[src/rtl/stream_mux_if.sv]
// Handshake bundle between N_CH valid/ready producers, the stream mux and one consumer.
// Channel i occupies in_data[i*DATA_W +: DATA_W].
interface stream_mux_if #(
  parameter int unsigned N_CH   = 8,
  parameter int unsigned DATA_W = 8
);
  localparam int unsigned SEL_W = $clog2(N_CH);

  logic                     mode;
  logic [SEL_W-1:0]         sel;
  logic [N_CH*DATA_W-1:0]   in_data;
  logic [N_CH-1:0]          in_valid;
  logic [N_CH-1:0]          in_last;
  logic [N_CH-1:0]          in_ready;
  logic [DATA_W-1:0]        out_data;
  logic                     out_valid;
  logic                     out_last;
  logic [SEL_W-1:0]         out_ch;
  logic                     out_ready;

  // Producer/consumer side.
  modport master (
    output mode, sel, in_data, in_valid, in_last, out_ready,
    input  in_ready, out_data, out_valid, out_last, out_ch
  );

  // Multiplexer side.
  modport slave (
    input  mode, sel, in_data, in_valid, in_last, out_ready,
    output in_ready, out_data, out_valid, out_last, out_ch
  );
endinterface

[src/rtl/stream_mux_rr.sv]
// N-channel packet-locked stream multiplexer, manual or round-robin select,
// with a single registered output stage under full backpressure.
module stream_mux_rr #(
  parameter int unsigned N_CH   = 8,
  parameter int unsigned DATA_W = 8
) (
  input  logic         clk,
  input  logic         rst_n,
  stream_mux_if.slave  bus
);
  localparam int unsigned SEL_W    = $clog2(N_CH);
  localparam int unsigned SEL_SPAN = 1 << SEL_W;

  typedef enum logic {IDLE, BUSY} state_e;

  state_e              state_q, state_d;
  logic [SEL_W-1:0]    g_q, g_d;
  logic [SEL_W-1:0]    ptr_q, ptr_d;
  logic [DATA_W-1:0]   out_data_q, out_data_d;
  logic                out_last_q, out_last_d;
  logic [SEL_W-1:0]    out_ch_q, out_ch_d;
  logic                out_valid_q, out_valid_d;

  logic [SEL_SPAN-1:0] valid_ext;
  logic [SEL_SPAN-1:0] last_ext;
  logic [SEL_SPAN-1:0] rdy_ext;
  logic [DATA_W-1:0]   ch_data [SEL_SPAN];
  logic                space_c;
  logic                accept_c;
  logic                rr_found_c;
  logic [SEL_W-1:0]    rr_idx_c;

  // Pad per-channel vectors to the full select range so out-of-range selects read as idle.
  assign valid_ext = SEL_SPAN'(bus.in_valid);
  assign last_ext  = SEL_SPAN'(bus.in_last);

  for (genvar i = 0; i < SEL_SPAN; i++) begin : g_slice
    if (i < N_CH) begin : g_real
      assign ch_data[i] = bus.in_data[i*DATA_W +: DATA_W];
    end else begin : g_pad
      assign ch_data[i] = '0;
    end
  end

  function automatic logic [SEL_W-1:0] rr_pos(input logic [SEL_W-1:0] base, input int k);
    int unsigned s;
    s = 32'(base) + 32'(k);
    if (s >= N_CH) s = s - N_CH;
    return SEL_W'(s);
  endfunction

  // First valid channel at or after ptr, wrapping; descending scan lets the nearest win.
  always_comb begin
    rr_found_c = 1'b0;
    rr_idx_c   = '0;
    for (int k = int'(N_CH) - 1; k >= 0; k--) begin
      if (valid_ext[rr_pos(ptr_q, k)]) begin
        rr_found_c = 1'b1;
        rr_idx_c   = rr_pos(ptr_q, k);
      end
    end
  end

  always_ff @(posedge clk or negedge rst_n) begin
    if (!rst_n) begin
      state_q     <= IDLE;
      g_q         <= '0;
      ptr_q       <= '0;
      out_data_q  <= '0;
      out_last_q  <= 1'b0;
      out_ch_q    <= '0;
      out_valid_q <= 1'b0;
    end else begin
      state_q     <= state_d;
      g_q         <= g_d;
      ptr_q       <= ptr_d;
      out_data_q  <= out_data_d;
      out_last_q  <= out_last_d;
      out_ch_q    <= out_ch_d;
      out_valid_q <= out_valid_d;
    end
  end

  always_comb begin
    state_d     = state_q;
    g_d         = g_q;
    ptr_d       = ptr_q;
    out_data_d  = out_data_q;
    out_last_d  = out_last_q;
    out_ch_d    = out_ch_q;
    out_valid_d = out_valid_q;
    rdy_ext     = '0;
    accept_c    = 1'b0;
    space_c     = !out_valid_q || bus.out_ready;

    case (state_q)
      IDLE: begin
        if (!bus.mode) begin
          if (valid_ext[bus.sel]) begin
            g_d     = bus.sel;
            state_d = BUSY;
          end
        end else if (rr_found_c) begin
          g_d     = rr_idx_c;
          state_d = BUSY;
        end
      end
      BUSY: begin
        // Grant stays locked until the last beat, even if the source stalls.
        rdy_ext[g_q] = space_c;
        accept_c     = valid_ext[g_q] && space_c;
        if (accept_c && last_ext[g_q]) begin
          state_d = IDLE;
          ptr_d   = (g_q == SEL_W'(N_CH - 1)) ? '0 : g_q + SEL_W'(1);
        end
      end
      default: state_d = IDLE;
    endcase

    if (accept_c) begin
      out_data_d  = ch_data[g_q];
      out_last_d  = last_ext[g_q];
      out_ch_d    = g_q;
      out_valid_d = 1'b1;
    end else if (bus.out_ready) begin
      out_valid_d = 1'b0;
    end
  end

  assign bus.in_ready  = N_CH'(rdy_ext);
  assign bus.out_data  = out_data_q;
  assign bus.out_last  = out_last_q;
  assign bus.out_ch    = out_ch_q;
  assign bus.out_valid = out_valid_q;

endmodule

[src/flat_wrapper.sv]
// flat-port wrapper written by rule: the top's interface ports become plain ports
module stream_mux_rr_flat 
#(
  parameter int unsigned N_CH   = 8,
  parameter int unsigned DATA_W = 8
)
  (clk, rst_n, bus_mode, bus_sel, bus_in_data, bus_in_valid, bus_in_last, bus_out_ready, bus_in_ready, bus_out_data, bus_out_valid, bus_out_last, bus_out_ch);
  stream_mux_if #(.N_CH(N_CH), .DATA_W(DATA_W)) bus_i ();
  input  logic clk;
  input  logic rst_n;
  input wire logic [$bits(bus_i.mode)-1:0] bus_mode;
  input wire logic [$bits(bus_i.sel)-1:0] bus_sel;
  input wire logic [$bits(bus_i.in_data)-1:0] bus_in_data;
  input wire logic [$bits(bus_i.in_valid)-1:0] bus_in_valid;
  input wire logic [$bits(bus_i.in_last)-1:0] bus_in_last;
  input wire logic [$bits(bus_i.out_ready)-1:0] bus_out_ready;
  output wire logic [$bits(bus_i.in_ready)-1:0] bus_in_ready;
  output wire logic [$bits(bus_i.out_data)-1:0] bus_out_data;
  output wire logic [$bits(bus_i.out_valid)-1:0] bus_out_valid;
  output wire logic [$bits(bus_i.out_last)-1:0] bus_out_last;
  output wire logic [$bits(bus_i.out_ch)-1:0] bus_out_ch;
  assign bus_i.mode = bus_mode;
  assign bus_i.sel = bus_sel;
  assign bus_i.in_data = bus_in_data;
  assign bus_i.in_valid = bus_in_valid;
  assign bus_i.in_last = bus_in_last;
  assign bus_i.out_ready = bus_out_ready;
  assign bus_in_ready = bus_i.in_ready;
  assign bus_out_data = bus_i.out_data;
  assign bus_out_valid = bus_i.out_valid;
  assign bus_out_last = bus_i.out_last;
  assign bus_out_ch = bus_i.out_ch;
  stream_mux_rr #(.N_CH(N_CH), .DATA_W(DATA_W)) u_core (.clk(clk), .rst_n(rst_n), .bus(bus_i));
endmodule
[config.mk]
export PLATFORM = sky130hd
export DESIGN_NAME = stream_mux_rr_flat
export DESIGN_NICKNAME = d
export VERILOG_FILES = /design/src/rtl/stream_mux_if.sv /design/src/rtl/stream_mux_rr.sv /design/src/flat_wrapper.sv
export SDC_FILE = /design/constraint.sdc
export NUM_CORES = 1
export LEC_CHECK = 0
export CAP_MARGIN = 5
export CORE_ASPECT_RATIO = 1.2
export CORE_MARGIN = 5
export CORE_UTILIZATION = 48
export CTS_BUF_LIST = sky130_fd_sc_hd__clkbuf_8
export CTS_CLUSTER_DIAMETER = 50
export DETAILED_ROUTE_END_ITERATION = 6
export PLACE_DENSITY_LB_ADDON = 0.12
export SLEW_MARGIN = 20
export SYNTH_ARGS = -nofsm -noshare
export SYNTH_HDL_FRONTEND = slang
export SYNTH_SLANG_ARGS = --single-unit
[constraint.sdc]
create_clock -name clk -period 4.91 [get_ports clk]
set_input_delay 0.982 -clock clk [delete_from_list [all_inputs] [get_ports clk]]
set_output_delay 0.982 -clock clk [all_outputs]
set_load 0.01 [all_outputs]
==> results of run 1 <==
[worst paths after layout]
check,slack [ps],cells after the start,end,startpoint
max in group asynchronous,3150,1,u_core.bus.out_data[7],rst_n
min in group asynchronous,1220,1,u_core.g_q[1],rst_n
min,480,1,u_core.bus.out_last,u_core.bus.out_last
max,1170,6,bus_in_ready[0],bus_out_ready
min reg2reg,480,1,u_core.bus.out_last,u_core.bus.out_last
max reg2reg,1350,9,u_core.g_q[0],u_core.ptr_q[1]
[kinds of logic after synthesis]
logic type / count (synthesis) / synth area share
adders and majority gates: 4 / 0.0200
buffers and inverters: 25 / 0.0581
AOI/OAI and AO/OA: 48 / 0.132
DFF: 20 / 0.200
xor gates and xnor gates: 3 / 0.0165
and+or+nand+nor: 74 / 0.157
muxes: 61 / 0.416
[state kept, by name, summed over array words and instances, names as in the netlist]
name	cells
u_core.ptr_q	3
u_core.bus.out_ch	3
u_core.g_q	3
u_core.state_q	1
u_core.bus.out_data	8
u_core.bus.out_valid	1
u_core.bus.out_last	1
[synth_stat cells (all sizes together), types with 3 or more instances]
library cell,n
nor4,3
o21ai,11
mux2i,23
mux2,8
nand2b,3
ha,4
nand2,15
clkbuf,5
nor3,7
buf,11
dfrtp,20
nand3,4
and2,3
inv,9
nor2,23
mux4,30
nand3b,3
xnor2,3
a21oi,13
nor3b,5
[critical path, stage by stage]
cell	delay, ps
clkdlybuf4s50_1	450
nand2b_1	170
nand2_1	110
or2_2	320
nor3_1	150
clkdlybuf4s50_1	570
[metrics by stage]
step | area (um2) | hold slack [ps]
floorplan | 2500 | 517
global placement | 3540 | 460
detailed placement | 3540 | 465
CTS | 3610 | 483
global route | 3610 | 496
finish | 3610 | 479
[metal layers]
layer  vias to the layer above  global-route usage  share of wire
met4                         0              0.0684          0.030
li1                       1113                   -              -
met1                      1165               0.269           0.37
met5                         -                   0              0
met3                        18              0.0517          0.094
met2                       133               0.367           0.51
[power groups by stage]
stage	Sequential, mW	Clock (mW)	Combinational (mW)
2_1_floorplan	0.325	0	1.34
3_3_place_gp	0.469	0	1.57
3_5_place_dp	0.471	0	1.60
4_1_cts	0.470	0.166	1.61
5_1_grt	0.493	0.173	1.76
6_report	0.470	0.164	1.62
[layout make-up]
cell class / instances / area, um2
well taps: 60 / 75.1
flip-flops and latches: 20 / 500
multi-input cells: 190 / 1860
inverters: 9 / 33.8
clock buffers: 3 / 41.3
repair buffers: 108 / 1080
clock inverters: 1 / 30.0
fillers: 392 / 1400
==> impl_metrics.ini, run 1 <==
[run_status]
status = finished, final reports clean

[cts]
cts.sinks = 20
clk_pin_slew_worst_paths_ps = 80
htreeDepth = 1
tritoncts = done
ctsRootBufferMaster = clkbuf_8
insertion_delay_ps = 260
ctsHoldBuffers = 0
post_cts_buffers = 0
cts_resized = 0
clock_path_buffers = 2
cts_buffers = 3

[global_route]
grt_pass1_wl_um = 11300
antenna_found_initial = 0
grt_max_degree = 25
grt_overflow_total = 0
grt_pass1_vias = 2427
grt_usage = 0.217

[pwr]
power.total_mw = 2.25
pwr-share-seq = 0.209
powerDensity_nw_per_um2 = 622
p_leak_nw = 1.39
peakVddDrop_mv = 0.256
pwr-share-clk = 0.073
power.share.switching = 0.452
p_sw_mw = 1.02
p_int_mw = 1.23
pwr-share-comb = 0.718

[cells_and_area]
fin_nets = 423
fin_util = 0.722
final_common_cell = clkdlybuf4s50_1
drive_gt1_frac = 0.160
final_cell_mix = clkdlybuf4s50_1, mux4_2, nor2_1
syn_to_final_growth_pct = 44.7
fin_cells = 391
antenna_cells = 0

[hold_path]
hold_class = flip-flop to flip-flop

[placed_design]
post-place-cells = 387
portBuffers = 107
dp_hpwl_um = 5890
place.gp.congestion = 0.882
dp_slack_ps = 1210

[critical_path]
crit_required_ps = 3930
worstSetupStartpointType = input port
crit_path_end_kind = primary output
crit_type = input port to primary output
crit_fanout = 4
critPathArrivalTime_ps = 2760

[yosys]
syn_nets = 326
ys_types = 57
synthTopCellsByArea = mux4_2, dfrtp_1, mux2i_1
synth_edf_count = 0
synth_ff_type = dfrtp_1
synth_top_area_frac = 0.225
yosysWarnings = 0
yosys.area.top_type = mux4_2
yosysSeqAreaShare = 0.200
synth-async-reset-ratio = 1.00
synth_area_um2 = 2500
ys_seq_elements = 20
syn_area_per_cell_um2 = 10.6
synthCells = 235

[sta]
finalSetupTns_ps = 0
fmax_ghz = 0.267
slew_headroom = 0.329
drv_slew = 0
finalCriticalPeriod_ps = 3740
fin_ws_ps = 1170
setup_violations = 0
tightestPinTransition_ps = 1010
rsz0062_at_grt = false
min_period_over_period = 0.762
skew_ps = 7.65
hold_viol = 0

[floorplanning]
initial_utilization = 0.499
die_h_um = 89.0
dieWidth_um = 75.9
ios = 108
die_area_um2 = 6750
core.rowCount = 28
coreArea_um2 = 5010

[run]
cap_viol_max_count = 0

[drt]
drt_iter0_drc = 137
dr.pass1.iters = 5
drc = 0
wl_per_cell_um = 18.7
wl_um = 7310
routed_via_density = 6.21
dr_total_vias = 2429
drtAntennaViolNets = 0
Note: power is estimated with default switching activity, not from simulation.
==> run 2, diff against run 1 <==
--- a/config.mk
+++ b/config.mk
@@ -8,7 +8,7 @@
 export CAP_MARGIN = 5
 export CORE_ASPECT_RATIO = 1.2
 export CORE_MARGIN = 5
-export CORE_UTILIZATION = 48
+export CORE_UTILIZATION = 44
 export CTS_BUF_LIST = sky130_fd_sc_hd__clkbuf_8
 export CTS_CLUSTER_DIAMETER = 50
 export DETAILED_ROUTE_END_ITERATION = 6
==> constraint.sdc (replaced) <==
create_clock -name clk -period 3.9 [get_ports clk]
set_input_delay 0.78 -clock clk [delete_from_list [all_inputs] [get_ports clk]]
set_output_delay 0.78 -clock clk [all_outputs]
set_load 0.01 [all_outputs]
==> run 2 against run 1 <==
Against the previous run: utilization fell by 6.9 points; first-iteration DRC count rose by 18%; sequential share of layout area fell by 0.13 points; combinational power rose by 37%; die area rose by 8.0%; clock power rose by 24%; worst hold slack improved by 28 ps; setup slack got worse by 570 ps.
==> impl_metrics.ini, run 2 (synthesis results as in run 1) <==
[placed_design]
portBuffers = 107
place.gp.congestion = 0.996
dp_slack_ps = 583
dp_hpwl_um = 6050
dpl-instance-area_um2 = 3580

[floorplanning]
ios = 108
initial_utilization = 0.447
dieWidth_um = 78.8
die_h_um = 92.6
coreArea_um2 = 5590
die_area_um2 = 7290
core.rowCount = 30

[cts]
htreeDepth = 1
cts.sinks = 20
post_cts_buffers = 0
clock_path_buffers = 2
ctsRootBufferMaster = clkbuf_8
cts_resized = 0
cts_buffers = 3
ctsHoldBuffers = 0
insertion_delay_ps = 260
tritoncts = done
clk_pin_slew_worst_paths_ps = 80

[run]
cap_viol_max_count = 0

[drt]
dr.pass1.iters = 4
drtAntennaViolNets = 0
routed_via_density = 5.93
drt_iter0_drc = 162
dr_total_vias = 2368
drc = 0
wl_um = 7410
wl_per_cell_um = 18.6

[critical_path]
critPathTopFamily = buffers and inverters
rr_endpoint = u_core.g_q[0]
crit_slowest_cell = clkdlybuf4s50_1
crit_fanout = 4
path_cells = clkdlybuf4s50_1 -> nand2b_1 -> nand2_1 -> or2_2 -> nor3_1 -> clkdlybuf4s50_1
slowest_delay_ps = 560
crit_path_end_kind = primary output
worst-path-buf-inv = 2
rr_worst_depth = 8
ff2ff_setup_slack_ps = 980
path_depth = 6
worstSetupStartpointType = input port
reg2reg_from = u_core.ptr_q[1]
crit_required_ps = 3120
path_common_cell = clkdlybuf4s50_1
crit_type = input port to primary output
critPathArrivalTime_ps = 2520

[pwr]
p_sw_mw = 1.29
power.share.switching = 0.451
pwr-share-comb = 0.775
pwr-share-clk = 0.071
peakVddDrop_mv = 0.295
pwr-share-seq = 0.154
p_leak_nw = 1.41
p_int_mw = 1.57
powerDensity_nw_per_um2 = 785
power.total_mw = 2.87

[cells_and_area]
drive_gt1_frac = 0.170
final_cell_mix = clkdlybuf4s50_1, mux4_2, nor2_1
num-fill-cells = 447
design_area_um2 = 3650
antenna_cells = 0
final_common_cell = clkdlybuf4s50_1
fin_nets = 427
largest_register_ffs = 8
syn_to_final_growth_pct = 46.1

[hold_path]
whs_path_depth = 1
hold_class = flip-flop to flip-flop
worstHoldEndpoint = u_core.bus.out_ch[0]
min_from = u_core.bus.out_ch[0]

[sta]
min_period_over_period = 0.846
drv_slew = 0
fmax_ghz = 0.303
skew_ps = 7.12
finalCriticalPeriod_ps = 3300
hold_viol = 0
tightestPinTransition_ps = 870
slew_headroom = 0.418
finalSetupTns_ps = 0
hold_slack_ps = 507
rsz0062_at_grt = false
fin_ws_ps = 602
setup_violations = 0

[global_route]
antenna_found_initial = 0
grt_pass1_wl_um = 11900
grt_usage = 0.205
grt_overflow_total = 0
grt_max_degree = 24
grt_pass1_vias = 2442

[run_status]
status = finished, final reports clean
==> run 2: cell count changes in the layout (fill, tap and decap cells not counted) <==
cell   before  now
buf_4       1    5
==> run 2: per-stage QoR <==
stage / std cells / util
floorplan: 235 / -
global placement: 395 / 0.639
detailed placement: 395 / 0.639
CTS: 399 / 0.652
global route: 399 / 0.653
finish: 399 / 0.653
==> run 2: power by group through the flow <==
stage / Clock, mW / Sequential [mW] / Combinational [mW]
after CTS: 0.208 / 0.441 / 2.23
after global placement: 0 / 0.439 / 2.20
after floorplan: 0 / 0.409 / 1.69
after global routing: 0.216 / 0.459 / 2.42
final: 0.203 / 0.440 / 2.22
after detailed placement: 0 / 0.444 / 2.22
==> run 2: area by class of cell <==
| type | count | area (um2) | share of cell area |
|---|---|---|---|
| clock buffer | 3 | 41.3 | 0.0113 |
| inverter | 9 | 33.8 | 0.00926 |
| clock inverter | 1 | 30.0 | 0.00823 |
| multi-input combinational | 190 | 1860 | 0.508 |
| timing repair buffer | 112 | 1110 | 0.304 |
| sequential | 20 | 500 | 0.137 |
| tap | 64 | 80.1 | 0.0219 |
==> run 2: worst register-to-register path: cells and delay by family, from the launching register on <==
family,cells,cell delay [ps]
and+or+nand+nor,3,760
DFF,1,350
muxes,1,470
buffers and inverters,1,110
adders and majority gates,1,630
AOI/OAI and AO/OA,2,500
==> run 2: worst max path at each step <==
stage,startpoint,end,slack (ps)
detailed placement,bus_in_valid[7],u_core.bus.out_ch[1],580
global placement,bus_out_ready,bus_in_ready[0],620
floorplan,u_core.ptr_q[0],u_core.g_q[0],1150
global route,bus_out_ready,bus_in_ready[0],510
finish,bus_out_ready,bus_in_ready[0],600
CTS,bus_out_ready,bus_in_ready[0],620
==> run 2: layer usage <==
metal  vias to the layer above  track usage  routed length, um
li1                       1128            -                  -
met1                      1111        0.241               2770
met2                       117        0.366               3760
met3                        12       0.0516                732
met4                         0       0.0598                139
met5                         -            0                  0
